### config.mk
export PLATFORM = sky130hd
export DESIGN_NAME = reg_write_sequencer
export DESIGN_NICKNAME = d
export VERILOG_FILES = /design/src/rtl/reg_write_sequencer.sv
export SDC_FILE = /design/constraint.sdc
export NUM_CORES = 1
export LEC_CHECK = 0
export CORE_MARGIN = 2
export CORE_UTILIZATION = 51
export CTS_CLUSTER_DIAMETER = 150
export DETAILED_ROUTE_END_ITERATION = 8
export GPL_ROUTABILITY_DRIVEN = 0
export GPL_TIMING_DRIVEN = 0
export PLACE_DENSITY = 0.79
export SLEW_MARGIN = 20
export SYNTH_ARGS = -nofsm -noshare
export SYNTH_HDL_FRONTEND = slang
export SYNTH_SLANG_ARGS = --single-unit
### constraint.sdc
create_clock -name clk -period 2.22 [get_ports clk]
set_input_delay 0.333 -clock clk [delete_from_list [all_inputs] [get_ports clk]]
set_output_delay 0.333 -clock clk [all_outputs]
set_load 0.02 [all_outputs]
### src/rtl/reg_write_sequencer.sv
// Register-file writeback sequencer for the multicycle CPU.
// Drives destination/source selects and write enable, including load waits and the two-write POP.
module reg_write_sequencer #(
   parameter int unsigned MEM_TIMEOUT = 15,
   parameter int unsigned TO_W        = 4
) (
   input  logic       clk,
   input  logic       reset,
   input  logic       start,
   input  logic [2:0] op,
   input  logic [4:0] rt_f,
   input  logic [4:0] rd_f,
   input  logic [4:0] rs_f,
   input  logic       mem_ready,
   output logic [2:0] reg_dst_sel,
   output logic [1:0] wb_src_sel,
   output logic       reg_write,
   output logic       busy,
   output logic       done,
   output logic       error
);

   localparam logic [2:0] OP_RTYPE  = 3'd0;
   localparam logic [2:0] OP_IALU   = 3'd1;
   localparam logic [2:0] OP_LOAD   = 3'd2;
   localparam logic [2:0] OP_JAL    = 3'd3;
   localparam logic [2:0] OP_PUSH   = 3'd4;
   localparam logic [2:0] OP_POP    = 3'd5;
   localparam logic [2:0] OP_LINKRS = 3'd6;
   localparam logic [2:0] OP_ILLEGAL = 3'd7;

   localparam logic [2:0] DST_RT = 3'b000;
   localparam logic [2:0] DST_RD = 3'b001;
   localparam logic [2:0] DST_RA = 3'b010;
   localparam logic [2:0] DST_RS = 3'b011;
   localparam logic [2:0] DST_SP = 3'b100;

   localparam logic [1:0] SRC_ALU = 2'b00;
   localparam logic [1:0] SRC_MEM = 2'b01;
   localparam logic [1:0] SRC_PC  = 2'b10;
   localparam logic [1:0] SRC_SP  = 2'b11;

   localparam logic [TO_W-1:0] TIMEOUT_LAST = TO_W'(MEM_TIMEOUT - 1);

   typedef enum logic [2:0] {
      IDLE     = 3'd0,
      WAIT_MEM = 3'd1,
      WRITE1   = 3'd2,
      WRITE2   = 3'd3,
      DONE     = 3'd4
   } state_t;

   state_t state, stateNext;

   logic [TO_W-1:0] waitCnt, waitCntNext;
   logic [2:0]      opLat;
   logic [4:0]      rtLat, rdLat, rsLat;
   logic            latchEn;

   logic [2:0] curOp;
   logic [4:0] curRt, curRd, curRs;

   logic [2:0] dstNext;
   logic [1:0] srcNext;
   logic       writeNext, busyNext, doneNext, errorNext;

   // Destination select of the first (or only) write for each op.
   function automatic logic [2:0] firstDst(input logic [2:0] o);
      case (o)
         OP_RTYPE:  firstDst = DST_RD;
         OP_JAL:    firstDst = DST_RA;
         OP_PUSH:   firstDst = DST_SP;
         OP_LINKRS: firstDst = DST_RS;
         default:   firstDst = DST_RT;
      endcase
   endfunction

   function automatic logic [1:0] firstSrc(input logic [2:0] o);
      case (o)
         OP_LOAD, OP_POP:   firstSrc = SRC_MEM;
         OP_JAL, OP_LINKRS: firstSrc = SRC_PC;
         OP_PUSH:           firstSrc = SRC_SP;
         default:           firstSrc = SRC_ALU;
      endcase
   endfunction

   // Entering WRITE1 straight from IDLE must use the live inputs, since latching happens on the same edge.
   assign curOp = (state == IDLE) ? op   : opLat;
   assign curRt = (state == IDLE) ? rt_f : rtLat;
   assign curRd = (state == IDLE) ? rd_f : rdLat;
   assign curRs = (state == IDLE) ? rs_f : rsLat;

   always_ff @(posedge clk) begin
      if (reset) begin
         state       <= IDLE;
         waitCnt     <= '0;
         opLat       <= '0;
         rtLat       <= '0;
         rdLat       <= '0;
         rsLat       <= '0;
         reg_dst_sel <= '0;
         wb_src_sel  <= '0;
         reg_write   <= 1'b0;
         busy        <= 1'b0;
         done        <= 1'b0;
         error       <= 1'b0;
      end else begin
         state       <= stateNext;
         waitCnt     <= waitCntNext;
         reg_dst_sel <= dstNext;
         wb_src_sel  <= srcNext;
         reg_write   <= writeNext;
         busy        <= busyNext;
         done        <= doneNext;
         error       <= errorNext;
         if (latchEn) begin
            opLat <= op;
            rtLat <= rt_f;
            rdLat <= rd_f;
            rsLat <= rs_f;
         end
      end
   end

   // Next state plus the registered Moore outputs belonging to that next state.
   always_comb begin
      stateNext   = state;
      waitCntNext = waitCnt;
      latchEn     = 1'b0;
      dstNext     = DST_RT;
      srcNext     = SRC_ALU;
      writeNext   = 1'b0;
      doneNext    = 1'b0;
      errorNext   = 1'b0;

      case (state)
         IDLE: begin
            waitCntNext = '0;
            if (start) begin
               latchEn = 1'b1;
               if (op == OP_ILLEGAL)
                  errorNext = 1'b1;
               else if (op == OP_LOAD || op == OP_POP)
                  stateNext = WAIT_MEM;
               else
                  stateNext = WRITE1;
            end
         end
         WAIT_MEM: begin
            waitCntNext = waitCnt + TO_W'(1);
            if (mem_ready) begin
               stateNext = WRITE1;
            end else if (waitCnt == TIMEOUT_LAST) begin
               stateNext = IDLE;
               errorNext = 1'b1;
            end
         end
         WRITE1:  stateNext = (opLat == OP_POP) ? WRITE2 : DONE;
         WRITE2:  stateNext = DONE;
         DONE:    stateNext = IDLE;
         default: stateNext = IDLE;
      endcase

      case (stateNext)
         WRITE1: begin
            dstNext = firstDst(curOp);
            srcNext = firstSrc(curOp);
            // Writes to $zero are suppressed; $ra/$sp writes always go through.
            case (dstNext)
               DST_RT:  writeNext = (curRt != 5'd0);
               DST_RD:  writeNext = (curRd != 5'd0);
               DST_RS:  writeNext = (curRs != 5'd0);
               default: writeNext = 1'b1;
            endcase
         end
         WRITE2: begin
            dstNext   = DST_SP;
            srcNext   = SRC_SP;
            writeNext = 1'b1;
         end
         DONE:    doneNext = 1'b1;
         default: ;
      endcase

      busyNext = (stateNext != IDLE);
   end

endmodule

==> Yosys cells after proc, flatten, opt, wreduce, memory -nomap -nowiden <==
Index checks and enable logic that the tools add are counted.
{ "totals": {"reg_bits": 34, "in_bits": 22, "out_inout_bits": 9} }
{ "classes": {"addsub": 1, "eq_ne": 18, "mux": 27, "n_reduce_logical": 11} }
{ "ops": {"columns": ["op", "n"], "rows": [
  ["== test 3 x 2 -> 1 bit, second input constant", 8],
  ["case mux 3 bit (4 select lines)", 2],
  ["== test 3 bit, second input constant", 7],
  ["2-to-1 mux 3 bit", 7],
  ["2-to-1 mux 5 bit", 3],
  ["nonzero test 5 bit", 3],
  ["zero test 3 bit", 3],
  ["case mux 4 bit (2 select lines)", 1],
  ["2-to-1 mux 1 bit", 7],
  ["== test 3 x 1 -> 1 bit, second input constant", 2],
  ["case mux 2 bit (3 select lines)", 1],
  ["case mux 3 bit (2 select lines)", 1],
  ["adder 4 x 1 -> 4 bit, second input constant", 1],
  ["== test 4 bit, second input constant", 1],
  ["case mux 1 bit (2 select lines)", 2],
  ["case mux 2 bit (2 select lines)", 1],
  ["OR reduction 2 bit", 2],
  ["case mux 1 bit (3 select lines)", 1],
  ["nonzero test 3 bit", 1],
  ["2-to-1 mux 2 bit", 1],
  ["nonzero test 2 bit", 1],
  ["logical OR 1 bit", 1]
]} }

==> Longest topological paths before layout <==
Gate-level depths: netlist of the first run.
{ "logic_depth": {"depth_word": 11, "ltp_mapped": 6, "ltp_nobuf": 5} }

==> Worst setup path after synthesis of the first run <==
OpenSTA, ideal clock, no wires.
{ "synth_path": {"path_kind": "register -> register", "startpoint": "register state[0]", "endpoint": "register reg_dst_sel[1]", "arrival_ps": 1689, "required_time_ps": 2133, "path_slack_ps": 443, "path_stages_with_launch": 7, "path_cell_list": "dfxtp_1 buf_6 or4b_4 buf_6 a211oi_4 o31ai_2 nor4b_4"} }
{ "synth_via": {"elab_chain_len": 6, "word_cells_on_any_way": 19, "classes_between": "eq/ne: 8; mux: 9; reduce/logical: 2"} }
{ "synth_lines": {"columns": ["element", "line_no", "text"], "rows": [
  ["start: declaration", "53", "state_t state, stateNext;"],
  ["start signal: assignment", "108", "state <= stateNext;"],
  ["zero test 3 bit", "88, 136", null],
  ["2-to-1 mux 3 bit", "88", "assign curOp = (state == IDLE) ? op : opLat;"],
  ["== test 3 bit (tied with other cells)", "69", "case (o)"],
  ["case mux 3 bit (4 select lines)", "69", null],
  ["2-to-1 mux 3 bit", "164", "case (stateNext)"],
  ["case mux 3 bit (2 select lines) *", "164", null],
  ["end signal: assignment", "110", "reg_dst_sel <= dstNext;"],
  ["end: declaration", "15", "output logic [2:0] reg_dst_sel,"]
]} }
Every way passes the cells marked *; elsewhere a longest branch is shown, timed or not. The select of a mux whose other input is x is not followed.
A chain may end at the register's enable or synchronous reset.

==> Final worst setup path of the first run <==
{ "layout_path": {"startpoint": "register state[0]", "endpoint": "register reg_dst_sel[0]"} }
Same word-level chain as after synthesis.

==> results of run 1 <==
-- layout by cell type, fill, tap and decap left out, types with 2 or more instances in the layout --
cell / netlist / routed
nand2_1: 39 / 39
dfxtp_1: 34 / 34
clkdlybuf4s50_1: 0 / 29
a21oi_1: 26 / 26
nor2_1: 12 / 12
clkbuf_1: 8 / 10
nor3_1: 7 / 7
nand2b_1: 5 / 5
clkbuf_4: 0 / 5
inv_1: 3 / 3
and2_1: 3 / 3
mux2i_1: 3 / 3
a31oi_1: 3 / 3
nor2b_1: 3 / 3
a211oi_1: 4 / 3
o211ai_1: 3 / 3
buf_6: 2 / 2
nand3b_1: 2 / 2
nor3b_1: 2 / 2
o21ai_0: 2 / 2
or3_1: 2 / 2
or4_1: 2 / 2
nor4_1: 2 / 2
nor4b_1: 2 / 2
a211o_1: 2 / 2
nand3_1: 2 / 2
ha_1: 2 / 2
-- metrics by stage --
step	worst slack, ps	hold slack [ps]	cells	power (W)
after CTS	92.21	396.1	273	0.001262
final	217.0	405.9	273	0.001256
after global routing	123.3	423.6	273	0.001325
after detailed placement	-332.9	447.4	266	0.0009566
after global placement	-261.1	440.4	266	0.0009446
after floorplan	443.3	430.8	193	0.0008523
-- where the power goes --
group	switching, W	internal [W]	total, W
Sequential	0.0000250	0.000645	0.000670
Combinational	0.000149	0.000127	0.000276
Clock	0.000191	0.000119	0.000310
-- kinds of logic after synthesis --
| group | after synthesis | share of synthesized area (%) |
|---|---|---|
| muxes | 4 | 2.544 |
| AOI/OAI and AO/OA | 45 | 17.66 |
| adders and majority gates | 2 | 1.542 |
| xor gates and xnor gates | 2 | 1.080 |
| and+or+nand+nor | 93 | 31.30 |
| DFF | 34 | 41.94 |
| buffers and inverters | 13 | 3.932 |
-- worst max-delay path, delay by kind of cell (launching register included) --
| kind | cells | cell delay, ps |
|---|---|---|
| AND/OR/NAND/NOR | 2 | 610 |
| XOR/XNOR | 1 | 180 |
| buffers and inverters | 1 | 130 |
| flip-flops | 1 | 320 |
| multiplexers | 1 | 670 |
-- sequential cells by signal, summed over array words and instances, names as in the netlist --
register     flops
busy             1
done             1
error            1
opLat            3
rdLat            5
reg_dst_sel      3
reg_write        1
rsLat            5
rtLat            5
state            3
waitCnt          4
wb_src_sel       2
-- area by class of cell --
cell class                      instances  area [sq um]
Fill cell                             261          1010
Multi-Input combinational cell        146         883.3
Sequential cell                        34         680.7
Timing Repair Buffer                   29         290.3
Tap cell                               44         55.05
Buffer                                 10         52.55
Clock buffer                            7         45.04
Inverter                                3         11.26
-- metal layers --
metal,track usage (%),vias to the layer above
li1,-,749
met1,26.43,692
met2,38.51,44
met3,5.757,7
met4,7.453,0
met5,0,-
-- how the worst max path moves through the flow --
stage                                end  slack [ps]  cells after the start  startpoint
after global placement         reg_write        -260                      5       op[0]
final                     reg_dst_sel[0]         220                      5    state[0]
after global routing           reg_write         120                      5    state[0]
after CTS                      reg_write          90                      5       op[0]
after floorplan           reg_dst_sel[1]         440                      6    state[0]
after detailed placement       reg_write        -330                      5       op[0]
==> impl_metrics.ini, run 1 <==
[pwr]
vdd_drop_max_mv = 0.4206
p_leak_nw = 0.7409
power_density_nw_per_um2 = 622.3

[route]
wl_met3_um = 205
drtAntennaViolNets = 0
wire_per_inst_um = 13.19
routed.top_layer = met4
drt-met1-wl_um = 1604
vias = 1492
drc = 0
dr.pass1.iters = 4
viasPerCell = 5.465
wl_met2_um = 1741
totalWireLength_um = 3601
drtIter0Drc = 67

[setup_path]
crit_path_top_delay_cell = mux2i_1
r2r_slack_ps = 220
crit_fanout = 10
crit_type = reg2reg
slowest_delay_ps = 670
rr_worst_depth = 5
endpoint_kind = flip-flop
crit_path_cell_trace = buf_6 -> nor3_4 -> mux2i_1 -> xnor2_1 -> and4b_1
regToRegStartpoint = state[0]
cp.arrival_ps = 2240
r2r-end = reg_dst_sel[0]
crit_required_ps = 2460
worst_setup_path_start_kind = flip-flop

[status]
run_status = complete, no violations

[synthesis]
synthCells = 193
synth.most_common_cell = nand2_1
async_reset_ff_share_pct = 0
yosysTopAreaCell = dfxtp_1
synth_nets = 217
ys.flop_type = dfxtp_1
seq_area_frac_synth_pct = 41.94
synth-edff-count = 0
synthTopCellsByArea = dfxtp_1, nand2_1, a21oi_1
ys_seq_elements = 34
synthDistinctLibCells = 43
yosysTopAreaCellShare_pct = 41.94
synth_common_cells = nand2_1, dfxtp_1, a21oi_1, nor2_1, clkbuf_1
syn-cell-area_sq_um = 1623
avgSynthCellArea_sq_um = 8.408
yosysWarnings = 0

[grt]
grt_pass1_vias = 1331
grt_first_pass_wirelength_um = 5975
grt_max_degree = 11
antenna_found_initial = 0
grt_overflow = 0
grtUsageTotal_pct = 22.05

[cells_and_area]
finalNetCount = 253
syn_to_final_growth_pct = 24.36
diodes = 0
drive_gt1_share_pct = 7.424
post-route-util_pct = 66.65
design_area_sq_um = 2018

[clock_network]
cts-root-buf = clkbuf_4
cts_buffers = 5
clock_latency_ps = 340
cts_tree = done
cts_resized = 0
cts_hold_buffers = 0
clk_path_buf_depth = 2
cts.reportedPaths.clkPinSlew_ps = 90
cts_setup_buffers = 0
htree_levels = 2
clock_sinks = 34

[die]
fp.coreArea_sq_um = 3028
dieHeight_um = 60.41
fp.dieArea_sq_um = 3649
die_x_um = 60.41
rows = 20
initial_core_util_pct = 53.60
ios = 31

[placed_design]
io_buffers = 29
dpl_cell_area_sq_um = 1968
hpwl_um = 2737

[timing]
tns_ps = 0
slew_headroom_pct = 51.14
rsz0062_at_grt = no
worstMarginPinSlew_ps = 712.6
fmax_mhz = 499.2
min_period_over_period_pct = 90.23
hold_viol = 0
skew_ps = 2.411
fin_crit_ps = 2003
finalMaxSlewViolations = 0
finalSetupViolCount = 0

[worst_hold_path]
whs_path_depth = 2
whs_endpoint = rsLat[0]
hold_path.class = in2reg
hold_path.startpoint = reset

[flow_run]
cap_violations = 0
(Power assumes the default switching activity.)
==> run 2: changes to the inputs <==
--- a/config.mk
+++ b/config.mk
@@ -7,7 +7,6 @@
 export LEC_CHECK = 0
 export CORE_MARGIN = 2
 export CORE_UTILIZATION = 51
-export CTS_CLUSTER_DIAMETER = 150
 export DETAILED_ROUTE_END_ITERATION = 8
 export GPL_ROUTABILITY_DRIVEN = 0
 export GPL_TIMING_DRIVEN = 0
==> constraint.sdc (replaced) <==
create_clock -name clk -period 2.22 [get_ports clk]
set_input_delay 0.666 -clock clk [delete_from_list [all_inputs] [get_ports clk]]
set_output_delay 0.666 -clock clk [all_outputs]
set_load 0.02 [all_outputs]
==> run 2 against run 1 <==
Effect of this change: register-to-register slack got worse by 20 ps; total power about the same; count of clock-buffer cells in the layout unchanged; routed wire length increased by 0.22%; sequential cell count unchanged; utilization increased by 0.41 points; via count increased by 0.34%; die area unchanged; clock power about the same; global-route usage increased by 0.13 points; non-clock buffer count unchanged; largest cell class unchanged; highest routed layer unchanged.
==> impl_metrics.ini, run 2 (synthesized netlist as in run 1, its figures left out) <==
[timing]
rsz0062_at_grt = no
fmax_mhz = 464.4
min_period_over_period_pct = 97.00
fin_crit_ps = 2153
finalSetupViolCount = 0
skew_ps = 3.617
slew_headroom_pct = 52.22
worstMarginPinSlew_ps = 696.7
hold_viol = 0
finalMaxSlewViolations = 0

[clock_network]
clock_latency_ps = 340
cts.reportedPaths.clkPinSlew_ps = 90
cts_tree = done
htree_levels = 2
clk_path_buf_depth = 2
cts_buffers = 5
clock_sinks = 34
cts-root-buf = clkbuf_4

[die]
rows = 20
dieHeight_um = 60.41
fp.dieArea_sq_um = 3649
die_x_um = 60.41
fp.coreArea_sq_um = 3028
ios = 31
initial_core_util_pct = 53.60

[cells_and_area]
diodes = 0
final_cell_mix = nand2_1, dfxtp_1, clkdlybuf4s50_1, a21oi_1, nor2_1
reg_top3 = rdLat: 5 flops, rsLat: 5 flops, rtLat: 5 flops
finalNetCount = 253
syn_to_final_growth_pct = 25.14
drive_gt1_share_pct = 7.424
n_fill_cell = 257
layout.cells.non_filler = 273
layout_commonest_cell = nand2_1

[placed_design]
hpwl_um = 2737
io_buffers = 29
dp_cells = 266

[route]
drtAntennaViolNets = 0
vias = 1497
viasPerCell = 5.484
totalWireLength_um = 3609
drtIter0Drc = 62
dr.pass1.iters = 4
wire_per_inst_um = 13.22
drc = 0

[setup_path]
worst_setup_path_start_kind = input port
cp.arrival_ps = 2410
endpoint_kind = flip-flop
crit_path_cell_trace = clkdlybuf4s50_1 -> or4b_4 -> a211oi_4 -> o31ai_4 -> nor4b_4
crit_fanout = 10
crit_path_top_delay_cell = or4b_4
crit_type = in2reg
critPathTopFamily = simple AND/OR/NAND/NOR gates
crit_required_ps = 2480
slowest_delay_ps = 570
path_buf_inv = 1

[pwr]
p_leak_nw = 0.7438
p_int_w = 0.0008911
p_sw_share_pct = 29.09
p_sw_w = 0.0003655
power_density_nw_per_um2 = 618.8
pwr-share-seq_pct = 53.3
p_clk_share_pct = 24.6
total_power_w = 0.001257
combPwrFrac_pct = 22.1
vdd_drop_max_mv = 0.4189

[grt]
grt_max_degree = 11
grt_pass1_vias = 1333
antenna_found_initial = 0
grtUsageTotal_pct = 22.19
grt_overflow = 0
grt_first_pass_wirelength_um = 6003

[status]
run_status = complete, no violations

[worst_hold_path]
hold_path.class = reg2reg

[flow_run]
cap_violations = 0
## run 2: area by class of cell
type / instances / area (sq um) / area share, %
multi-input cells: 146 / 899.6 / 44.30
well taps: 44 / 55.05 / 2.711
repair buffers: 30 / 297.8 / 14.66
flip-flops and latches: 34 / 680.7 / 33.52
plain buffers: 9 / 41.29 / 2.033
clock buffers: 7 / 45.04 / 2.218
inverters: 3 / 11.26 / 0.5545
## run 2: worst paths after layout
kind	to	startpoint	slack, ps	depth (start not counted)
setup / recovery	reg_dst_sel[1]	start	70	5
hold / removal	rsLat[1]	rsLat[1]	460	2
setup reg to reg	reg_write	state[0]	200	5
hold reg to reg	rsLat[1]	rsLat[1]	460	2
## run 2: stage by stage
step / setup slack, ps / TNS [ps] / util (%) / area [sq um] / hold slack [ps]
3_5_place_dp: -665.9 / -5582 / 65.00 / 1968 / 447.4
3_3_place_gp: -594.1 / -4545 / 65.00 / 1968 / 440.4
2_1_floorplan: 257.2 / 0 / - / 1623 / 430.8
5_1_grt: 4.287 / 0 / 67.07 / 2031 / 489.8
4_1_cts: 4.729 / 0 / 66.65 / 2018 / 460.0
6_report: 66.52 / 0 / 67.07 / 2031 / 458.2
## run 2: repair_timing
action                                 4_1_cts  5_1_grt
setup buffers                                0        1
pin swaps                                    0        2
hold buffers                                 0        0
gates resized for setup                      1        2
setup endpoints to repair                    7        3
endpoints found under the hold margin        0        0
## run 2: per-layer routing
metal / share of wire (%) / routed length [um] / global-route usage, %
met3: 5.0 / 180 / 5.757
met5: 0 / 0 / 0
met2: 50 / 1792 / 38.82
met1: 44 / 1579 / 26.56
met4: 1.6 / 57 / 7.453
## run 2: power by group through the flow
stage	clock (W)	sequential [W]	combinational [W]
after floorplan	0	0.000688	0.000164
final	0.000310	0.000670	0.000277
after detailed placement	0	0.000683	0.000274
after global placement	0	0.000681	0.000264
after global routing	0.000348	0.000673	0.000305
after CTS	0.000319	0.000669	0.000275
## run 2: worst register-to-register path: cells and delay by family, from the launching register on
family | cells | cell delay (ps)
buf+inv | 1 | 130
flops | 1 | 320
simple gates | 1 | 370
compound gates | 2 | 450
mux | 1 | 660
==> run 3: changes to the inputs <==
--- a/config.mk
+++ b/config.mk
@@ -10,7 +10,8 @@
 export DETAILED_ROUTE_END_ITERATION = 8
 export GPL_ROUTABILITY_DRIVEN = 0
 export GPL_TIMING_DRIVEN = 0
-export PLACE_DENSITY = 0.79
+export PLACE_DENSITY = 0.78
+export RECOVER_POWER = 100
 export SLEW_MARGIN = 20
 export SYNTH_ARGS = -nofsm -noshare
 export SYNTH_HDL_FRONTEND = slang
==> run 3 against run 2 <==
Effect of this change: non-clock buffer count stayed put; register-to-register slack hardly changed; maximum frequency is 1.0% lower; routed wire length is 0.47% lower; sequential share of layout area is 0.31 points lower; global-route usage is 0.069 points lower; critical path depth is 1 higher; sequential power hardly changed; design area is 0.92% higher; setup slack worse by 22 ps.
==> impl_metrics.ini, run 3 (synthesized netlist as in run 1, its figures left out) <==
[status]
run_status = complete, no violations

[pwr]
p_int_w = 0.0009233
p_sw_share_pct = 28.86
power_density_nw_per_um2 = 633.3
combPwrFrac_pct = 21.5
vdd_drop_max_mv = 0.4388
total_power_w = 0.001298
p_leak_nw = 0.7781
p_clk_share_pct = 27.0
pwr-share-seq_pct = 51.5
p_sw_w = 0.0003745

[route]
wire_per_inst_um = 13.11
dr.pass1.iters = 4
routed.top_layer = met4
drt-met1-wl_um = 1531
totalWireLength_um = 3592
vias = 1474
viasPerCell = 5.380
drc = 0
drtAntennaViolNets = 0
wl_met2_um = 1882
wl_met3_um = 129
drtIter0Drc = 35

[cells_and_area]
final_cell_mix = nand2_1, dfxtp_1, a21oi_1, clkdlybuf4s50_1, nor2_1
finalNetCount = 253
layout.cells.non_filler = 274
n_fill_cell = 262
reg_top3 = rdLat: 5 flops, rsLat: 5 flops, rtLat: 5 flops
drive_gt1_share_pct = 8.261
syn_to_final_growth_pct = 26.29
post-route-util_pct = 67.69
layout_commonest_cell = nand2_1
diodes = 0

[setup_path]
crit_required_ps = 2480
crit_path_cell_trace = clkdlybuf4s50_1 -> or4b_1 -> buf_6 -> a211oi_4 -> o31ai_4 -> nor4b_4
slowest_delay_ps = 500
crit_fanout = 10
critPathTopFamily = simple AND/OR/NAND/NOR gates
r2r_slack_ps = 210
endpoint_kind = flip-flop
crit_type = in2reg
crit_path_top_delay_cell = clkdlybuf4s50_1
cp.arrival_ps = 2430
path_buf_inv = 2
worst_setup_path_start_kind = input port

[placed_design]
dp_cells = 266
hpwl_um = 2786
dp_slack_ps = -645.2
io_buffers = 29

[die]
die_x_um = 60.41
initial_core_util_pct = 53.60
fp.coreArea_sq_um = 3028
dieHeight_um = 60.41
rows = 20
fp.dieArea_sq_um = 3649
ios = 31

[grt]
grt_overflow = 0
antenna_found_initial = 0
grt_pass1_vias = 1346
grt_first_pass_wirelength_um = 5920
grtUsageTotal_pct = 22.12
grt_max_degree = 11

[clock_network]
cts_buffers = 5
clock_latency_ps = 340
cts_hold_buffers = 0
htree_levels = 2
cts.reportedPaths.clkPinSlew_ps = 100
clock_sinks = 34
cts_setup_buffers = 0
cts_tree = done
cts-root-buf = clkbuf_4
clk_path_buf_depth = 2

[timing]
finalSetupViolCount = 0
fmax_mhz = 459.7
hold_viol = 0
finalMaxSlewViolations = 0
skew_ps = 2.694
worst_hold_slack_ps = 461.5
rsz0062_at_grt = no
min_period_over_period_pct = 98.00
slew_headroom_pct = 59.77
worstMarginPinSlew_ps = 598.5
postLayoutSetupSlackWorst_ps = 44.51
fin_crit_ps = 2175

[worst_hold_path]
hold_path.class = reg2reg

[flow_run]
cap_violations = 0
[run 3: per-stage QoR]
stage | TNS, ps | instance area (sq um)
floorplan | 0 | 1623
global placement | -4535 | 1968
detailed placement | -5028 | 1968
CTS | 0 | 2042
global route | 0 | 2049
finish | 0 | 2049
[run 3: worst min-delay path: cells and delay by family (launching register included)]
kind               cells  cell delay, ps
DFF                    1             320
and+or+nand+nor        1              50
AOI/OAI and AO/OA      1              50
[run 3: timing repair]
item,in CTS,in global routing
gates resized for setup,2,2
cloned,0,0
pin swaps,0,1
endpoints found under the setup margin,7,3
[run 3: routing by layer]
layer / GRT usage [%] / vias to the layer above
li1: - / 756
met1: 25.97 / 681
met2: 39.44 / 31
met3: 6.610 / 6
met4: 5.901 / 0
met5: 0 / -
[run 3: worst paths after layout]
kind / start / to / cells past startpoint
max reg2reg: state[0] / error / 6
max: start / reg_dst_sel[1] / 6
min: rtLat[0] / rtLat[0] / 2
min reg2reg: rtLat[0] / rtLat[0] / 2
[run 3: area by class of cell]
cell class                 count  area (sq um)  area share (%)
tap                           44         55.05           2.686
buffer                        10         52.55           2.564
clock inverter                 1         5.005          0.2442
sequential                    34         680.7           33.21
inverter                       3         11.26          0.5494
timing repair buffer          29         290.3           14.16
clock buffer                   7         55.05           2.686
multi-input combinational    146         899.6           43.89
[run 3: power groups by stage]
stage	logic (W)	clock network, W	registers [W]
final	0.000279	0.000351	0.000668
after global routing	0.000306	0.000389	0.000672
after CTS	0.000279	0.000361	0.000669
after detailed placement	0.000275	0	0.000683
after global placement	0.000264	0	0.000681
after floorplan	0.000164	0	0.000688
